$ cat src/rtl/lsu_pkg.sv
// Shared types and helpers for the load/store unit: size encodings, FSM states,
// load extension, store merge and alignment check.
package lsu_pkg;

  localparam int XLEN   = 32;
  localparam int BYTE_W = 8;
  localparam int HALF_W = 2 * BYTE_W;

  typedef enum logic [1:0] {
    SZ_BYTE = 2'b00,
    SZ_HALF = 2'b01,
    SZ_WORD = 2'b10,
    SZ_RSVD = 2'b11
  } size_e;

  typedef enum logic [1:0] {
    IDLE,
    ACCESS,
    MERGE,
    RESP
  } state_e;

  // Reserved size behaves exactly like a word everywhere.
  function automatic logic is_sub_word(input size_e size);
    return (size == SZ_BYTE) || (size == SZ_HALF);
  endfunction

  function automatic logic [XLEN-1:0] extend(input logic [XLEN-1:0] data,
                                             input size_e           size,
                                             input logic            sgn);
    logic [XLEN-1:0] result;
    case (size)
      SZ_BYTE: result = {{(XLEN-BYTE_W){sgn & data[BYTE_W-1]}}, data[BYTE_W-1:0]};
      SZ_HALF: result = {{(XLEN-HALF_W){sgn & data[HALF_W-1]}}, data[HALF_W-1:0]};
      default: result = data;
    endcase
    return result;
  endfunction

  function automatic logic [XLEN-1:0] merge(input logic [XLEN-1:0] old_data,
                                            input logic [XLEN-1:0] wdata,
                                            input size_e           size);
    logic [XLEN-1:0] result;
    case (size)
      SZ_BYTE: result = {old_data[XLEN-1:BYTE_W], wdata[BYTE_W-1:0]};
      SZ_HALF: result = {old_data[XLEN-1:HALF_W], wdata[HALF_W-1:0]};
      default: result = wdata;
    endcase
    return result;
  endfunction

  function automatic logic misaligned(input logic [1:0] addr_lo, input size_e size);
    logic result;
    case (size)
      SZ_BYTE: result = 1'b0;
      SZ_HALF: result = addr_lo[0];
      default: result = |addr_lo;
    endcase
    return result;
  endfunction

endpackage

$ cat src/rtl/lsu_byte_lane.sv
// Combinational data path of the load/store unit: size extraction with sign/zero
// extension for loads, and low byte/half replacement for read-modify-write stores.
module lsu_byte_lane
  import lsu_pkg::*;
(
  input  logic [XLEN-1:0] rdata,
  input  logic [XLEN-1:0] wdata,
  input  size_e           size,
  input  logic            sgn,
  output logic [XLEN-1:0] load_data,
  output logic [XLEN-1:0] merged_data
);

  assign load_data   = extend(rdata, size, sgn);
  assign merged_data = merge(rdata, wdata, size);

endmodule

$ cat src/rtl/load_store_unit.sv
// Data-memory initiator: one load/store per transaction, read-modify-write for
// sub-word stores. Optional alignment checking is enabled by defining ALIGN_CHECK_EN.
module load_store_unit
  import lsu_pkg::*;
#(
  parameter int WIDTH     = 32,
  parameter int WIDTH_ADD = 32,
  parameter int BYTE      = 8
) (
  input  logic                 clk,
  input  logic                 rst,
  input  logic                 req_valid,
  output logic                 req_ready,
  input  logic                 req_write,
  input  logic [1:0]           req_size,
  input  logic                 req_signed,
  input  logic [WIDTH_ADD-1:0] req_addr,
  input  logic [WIDTH-1:0]     req_wdata,
  output logic                 resp_valid,
  output logic [WIDTH-1:0]     resp_rdata,
  output logic                 resp_err,
  output logic [WIDTH_ADD-1:0] mem_address,
  output logic [WIDTH-1:0]     mem_wdata,
  output logic                 mem_write_en,
  input  logic [WIDTH-1:0]     mem_rdata
);

  state_e               state, state_next;
  logic                 write_q;
  size_e                size_q;
  logic                 signed_q;
  logic [WIDTH_ADD-1:0] addr_q;
  logic [WIDTH-1:0]     wdata_q;
  logic [WIDTH-1:0]     rdata_q;
  logic [WIDTH-1:0]     merged_q;
  logic [WIDTH-1:0]     load_data;
  logic [WIDTH-1:0]     merged_data;
  logic                 accept;
  logic                 misaligned_in;

  assign accept = req_valid && req_ready;

`ifdef ALIGN_CHECK_EN
  logic err_q;

  assign misaligned_in = misaligned(req_addr[1:0], size_e'(req_size));
  assign resp_err      = resp_valid && err_q;

  always_ff @(posedge clk) begin
    if (rst)         err_q <= 1'b0;
    else if (accept) err_q <= misaligned_in;
  end
`else
  assign misaligned_in = 1'b0;
  assign resp_err      = 1'b0;
`endif

  lsu_byte_lane u_byte_lane (
    .rdata       (mem_rdata),
    .wdata       (wdata_q),
    .size        (size_q),
    .sgn         (signed_q),
    .load_data   (load_data),
    .merged_data (merged_data)
  );

  // NOTE: every register here is reset and updated with <= so all flops sample
  // the same pre-edge values; blocking assignments would create ordering races.
  always_ff @(posedge clk) begin
    if (rst) begin
      state    <= IDLE;
      write_q  <= 1'b0;
      size_q   <= SZ_BYTE;
      signed_q <= 1'b0;
      addr_q   <= '0;
      wdata_q  <= '0;
      rdata_q  <= '0;
      merged_q <= '0;
    end else begin
      state <= state_next;
      case (state)
        IDLE: begin
          if (accept) begin
            write_q  <= req_write;
            size_q   <= size_e'(req_size);
            signed_q <= req_signed;
            addr_q   <= req_addr;
            wdata_q  <= req_wdata;
            rdata_q  <= '0;
          end
        end
        ACCESS: begin
          if (!write_q) rdata_q  <= load_data;
          else          merged_q <= merged_data;
        end
        default: ;
      endcase
    end
  end

  // NOTE: every output and next-state signal gets a default first, so no path
  // through the case statement can infer a latch.
  always_comb begin
    state_next   = state;
    req_ready    = 1'b0;
    resp_valid   = 1'b0;
    mem_write_en = 1'b0;
    mem_wdata    = '0;
    case (state)
      IDLE: begin
        req_ready = 1'b1;
        if (req_valid) state_next = misaligned_in ? RESP : ACCESS;
      end
      ACCESS: begin
        if (!write_q) begin
          state_next = RESP;
        end else if (is_sub_word(size_q)) begin
          state_next = MERGE;
        end else begin
          mem_wdata    = wdata_q;
          mem_write_en = 1'b1;
          state_next   = RESP;
        end
      end
      MERGE: begin
        mem_wdata    = merged_q;
        mem_write_en = 1'b1;
        state_next   = RESP;
      end
      RESP: begin
        resp_valid = 1'b1;
        state_next = IDLE;
      end
      default: state_next = IDLE;
    endcase
  end

  // rdata_q is cleared on accept and only loaded for loads, so stores and
  // misaligned accesses return zero.
  assign mem_address = addr_q;
  assign resp_rdata  = resp_valid ? rdata_q : '0;

endmodule

$ cat config.mk
export PLATFORM = sky130hd
export DESIGN_NAME = load_store_unit
export DESIGN_NICKNAME = d
export VERILOG_FILES = /design/src/rtl/lsu_pkg.sv /design/src/rtl/lsu_byte_lane.sv /design/src/rtl/load_store_unit.sv
export SDC_FILE = /design/constraint.sdc
export NUM_CORES = 1
export LEC_CHECK = 0
export BUFFER_PORTS_ARGS = -buffer_cell sky130_fd_sc_hd__buf_4
export CORE_UTILIZATION = 45
export CTS_CLUSTER_DIAMETER = 200
export DETAILED_ROUTE_END_ITERATION = 6
export PLACE_DENSITY = 0.73
export SLEW_MARGIN = 40
export SYNTH_ARGS = -nofsm -noshare
export SYNTH_HDL_FRONTEND = slang
export SYNTH_SLANG_ARGS = --single-unit
$ cat constraint.sdc
create_clock -name clk -period 3.2 [get_ports clk]
set_input_delay 0.64 -clock clk [delete_from_list [all_inputs] [get_ports clk]]
set_output_delay 0.64 -clock clk [all_outputs]
set_load 0.01 [all_outputs]
==> results.txt <==
Run status -> complete, no violations
Hold EP -> mem_address[22]
Most Frequent Cell on Critical Path -> buf_4
CTS clk-pin slew, worst paths -> 50 ps
Hold_buf cts -> 0
Ant. Diodes -> 0
GP Congestion -> 0.837
Seq/Total Area, Yosys -> 43.6%
Fin nets -> 1,030
Number of synthesized register bits -> 134
Max Fclk -> 339 MHz
Worst vdd ir -> 0.388 mV
Final period util -> 92.2%
Final number of max-transition violations -> 0
Cts bufs inserted -> 17
Sw power -> 1720 uW
DR DRC count -> 0
Clock sinks -> 134
Hpwl dp -> 11.7 mm
Vias per cell -> 5.26
Max FO, Critical Path -> 17
Die ar. -> 14,100 um2
Worst path max stage delay -> 550 ps
CTS tree -> built
Register-to-Register Path Depth -> 6
RSZ-0062 raised after global routing -> no
Initial core utilization -> 46.3%
Multi-input gate area -> 3150 um2
Gate Count Post-Synth -> 764
Antenna violations before repair -> 0
Crit path cell chain -> inv_1 -> ha_1 -> buf_4 -> a22oi_1 -> nor2b_1 -> buf_4
Final hold viol count -> 0
RR Endpoint -> write_q
DR vias -> 5,823
Slowest stage cell, crit path -> ha_1
Hold Path Origin -> mem_address[22]
Pwr Total -> 5420 uW
EDFF count, synth -> 0
Die W -> 119 um
Synth Area in Compound Gates -> 23.7%
Clock Skew -> 6.00 ps
Synth Area in XOR/XNOR -> 0%
Clock root buffer -> clkbuf_16
Row count -> 42
DRT Wirelength -> 17.3 mm
Worst Path Class, Setup -> flop to primary output
Max Cap Viol -> 0
GRT overflow -> 0
Unique cell type count in the Yosys netlist -> 30
Largest net degree at the start of global routing -> 75
Worst path required time -> 2560 ps
Global-route wire length before repair -> 27.7 mm
Placeable Area -> 13,300 um2
FF+latch area -> 2680 um2
Cell Int Power -> 3700 uW
Netlist Area Pre-Place -> 6150 um2
Mux contribution to synthesized area -> 3.09%
Die height -> 119 um
Port bufs -> 201
Fill count -> 1,218
Area Growth Syn to Fin -> 34.1%
Critical Path End Type -> primary output
Top FF cell, synth -> dfxtp_1
Max transition margin -> 49.9%
Worst R2R Setup Slack -> 1100 ps
Total iterations of the first detailed-routing run -> 5
Vias in the first global route -> 5,415
Synth Area in Adders -> 0.813%
Synth warnings -> 0
Top-Level Pins -> 203
Simple logic cell fraction of the synthesized area -> 23.2%
Critical Path AT -> 2310 ps
First DRT Iteration DRCs -> 454
Main combinational cell family by area after synthesis -> compound AO/OA/AOI/OAI gates
Setup Viol. Count Final -> 0
Total GRT Usage -> 24.7%
Post-synth ARST share -> 0%
Power per cell area -> 657 nW/um2
Syn Nets -> 871
Clock share of power -> 33.6%
Comb pwr share -> 27.5%
Sw Share -> 31.8%
Leakage -> 0.00330 uW
Antenna Violating Nets Remaining -> 0
Fraction of layout cells with a size suffix above 1 -> 28.0%
Worst Setup SP -> state[0]
Worst setup SP type -> flop
Htree depth -> 4
Clock buffer depth -> 2
HP Class -> flop to flop
Hold-critical path depth -> 2
Drt wl/cell -> 15.6 um
Worst flop-to-flop path startpoint -> state[0]
Sequential Power Share -> 38.9%
Slew of the pin with the lowest slew margin -> 750 ps
Setup tns final -> 0 ps
Syn_area_per_cell -> 8.05 um2
Clock Latency Late Sink -> 410 ps
Minimum clock period -> 2950 ps
-- worst max-delay path by stage --
| stage | endpoint | depth (start not counted) |
|---|---|---|
| floorplan | mem_wdata[22] | 7 |
| global placement | mem_wdata[31] | 7 |
| detailed placement | mem_wdata[31] | 7 |
| CTS | mem_wdata[31] | 7 |
| global route | mem_wdata[14] | 6 |
| finish | mem_wdata[14] | 6 |
-- power groups by stage --
stage / registers [uW] / logic, uW / clock network (uW)
detailed placement: 2140 / 1490 / 0
CTS: 2110 / 1500 / 1850
finish: 2110 / 1490 / 1820
floorplan: 2120 / 999 / 0
global route: 2140 / 1640 / 1920
global placement: 2130 / 1480 / 0
-- stage by stage --
step | std cells | util (%) | setup WS (ps) | cell area [um2] | hold slack, ps
finish | 1107 | 62.0 | 249 | 8250 | 452
global route | 1107 | 62.0 | 113 | 8250 | 464
detailed placement | 1080 | 58.0 | 513 | 7710 | 448
CTS | 1107 | 62.0 | 59.1 | 8250 | 455
floorplan | 764 | - | 1140 | 6150 | 437
global placement | 1080 | 57.9 | 592 | 7700 | 442
-- layout make-up --
type	count	share of cell area, %
multi-input cells	551	38.2
flip-flops and latches	134	32.5
repair buffers	217	19.9
clock buffers	22	5.63
well taps	176	2.67
clock inverters	5	0.940
inverters	2	0.0910
-- cells in the mapped netlist (4+ instances only) --
cell type	instances	share of area, %
a311oi_1	8	1.1
ha_1	4	0.81
a211oi_1	17	2.1
a21oi_1	94	7.6
nor2b_1	65	6.6
nand2_1	163	9.9
a22oi_1	32	3.9
buf_2	19	1.5
nor2_1	26	1.6
o41ai_1	6	0.85
clkbuf_1	44	2.7
nand4_1	8	0.81
o41ai_2	10	2.6
o211ai_1	8	0.98
and2_1	34	3.5
o21ai_0	40	3.3
o21a_1	9	1.1
buf_1	11	0.67
mux2i_1	19	3.1
dfxtp_1	134	44
-- state kept, by name (all words and copies together), names as in the netlist --
signal / count
size_q: 2
write_q: 1
rdata_q: 32
signed_q: 1
state: 2
mem_address: 32
merged_q: 32
wdata_q: 32
-- critical path, delay by kind of cell, from the launching register on --
family	cells	cell delay [ps]
buffers and inverters	3	600
adder cells (fa/ha/maj)	1	550
flip-flops	1	350
AND/OR/NAND/NOR	1	280
AO/OA/AOI/OAI	1	110
-- cells in the final DEF (no fill, tap or decap), drive strengths merged, types with 3 or more instances in the layout --
master / count
dfxtp: 134
nor2b: 65
mux2i: 19
ha: 4
o41ai: 16
o21a: 9
nand2b: 3
and2: 34
nor2: 26
a211oi: 17
o211ai: 8
a311oi: 8
a21oi: 94
clkbuf: 22
buf: 217
a22oi: 32
nand2: 163
o21ai: 40
nand4: 8
-- logic make-up (layout without fill, tap and decap cells) --
logic type / count (synthesis) / after routing
other: 1 / 1
adders and majority gates: 4 / 4
DFF: 134 / 134
and+or+nand+nor: 302 / 302
muxes: 19 / 19
AOI/OAI and AO/OA: 225 / 225
buffers and inverters: 79 / 246
-- what timing repair did --
item,in CTS,in global routing
setup buffers,0,0
gates resized for setup,0,1
endpoints found under the setup margin,0,1
-- routing by layer --
metal | wire length [um] | share of wire, % | vias to the layer above | global-route usage [%]
met5 | 0 | 0 | - | 0
met4 | 410 | 2.4 | 0 | 11.1
met3 | 1110 | 6.4 | 30 | 6.37
met2 | 7700 | 44 | 187 | 36.4
met1 | 8100 | 47 | 2680 | 33.8
li1 | - | - | 2926 | -
Power figures use the tool's default switching activity.
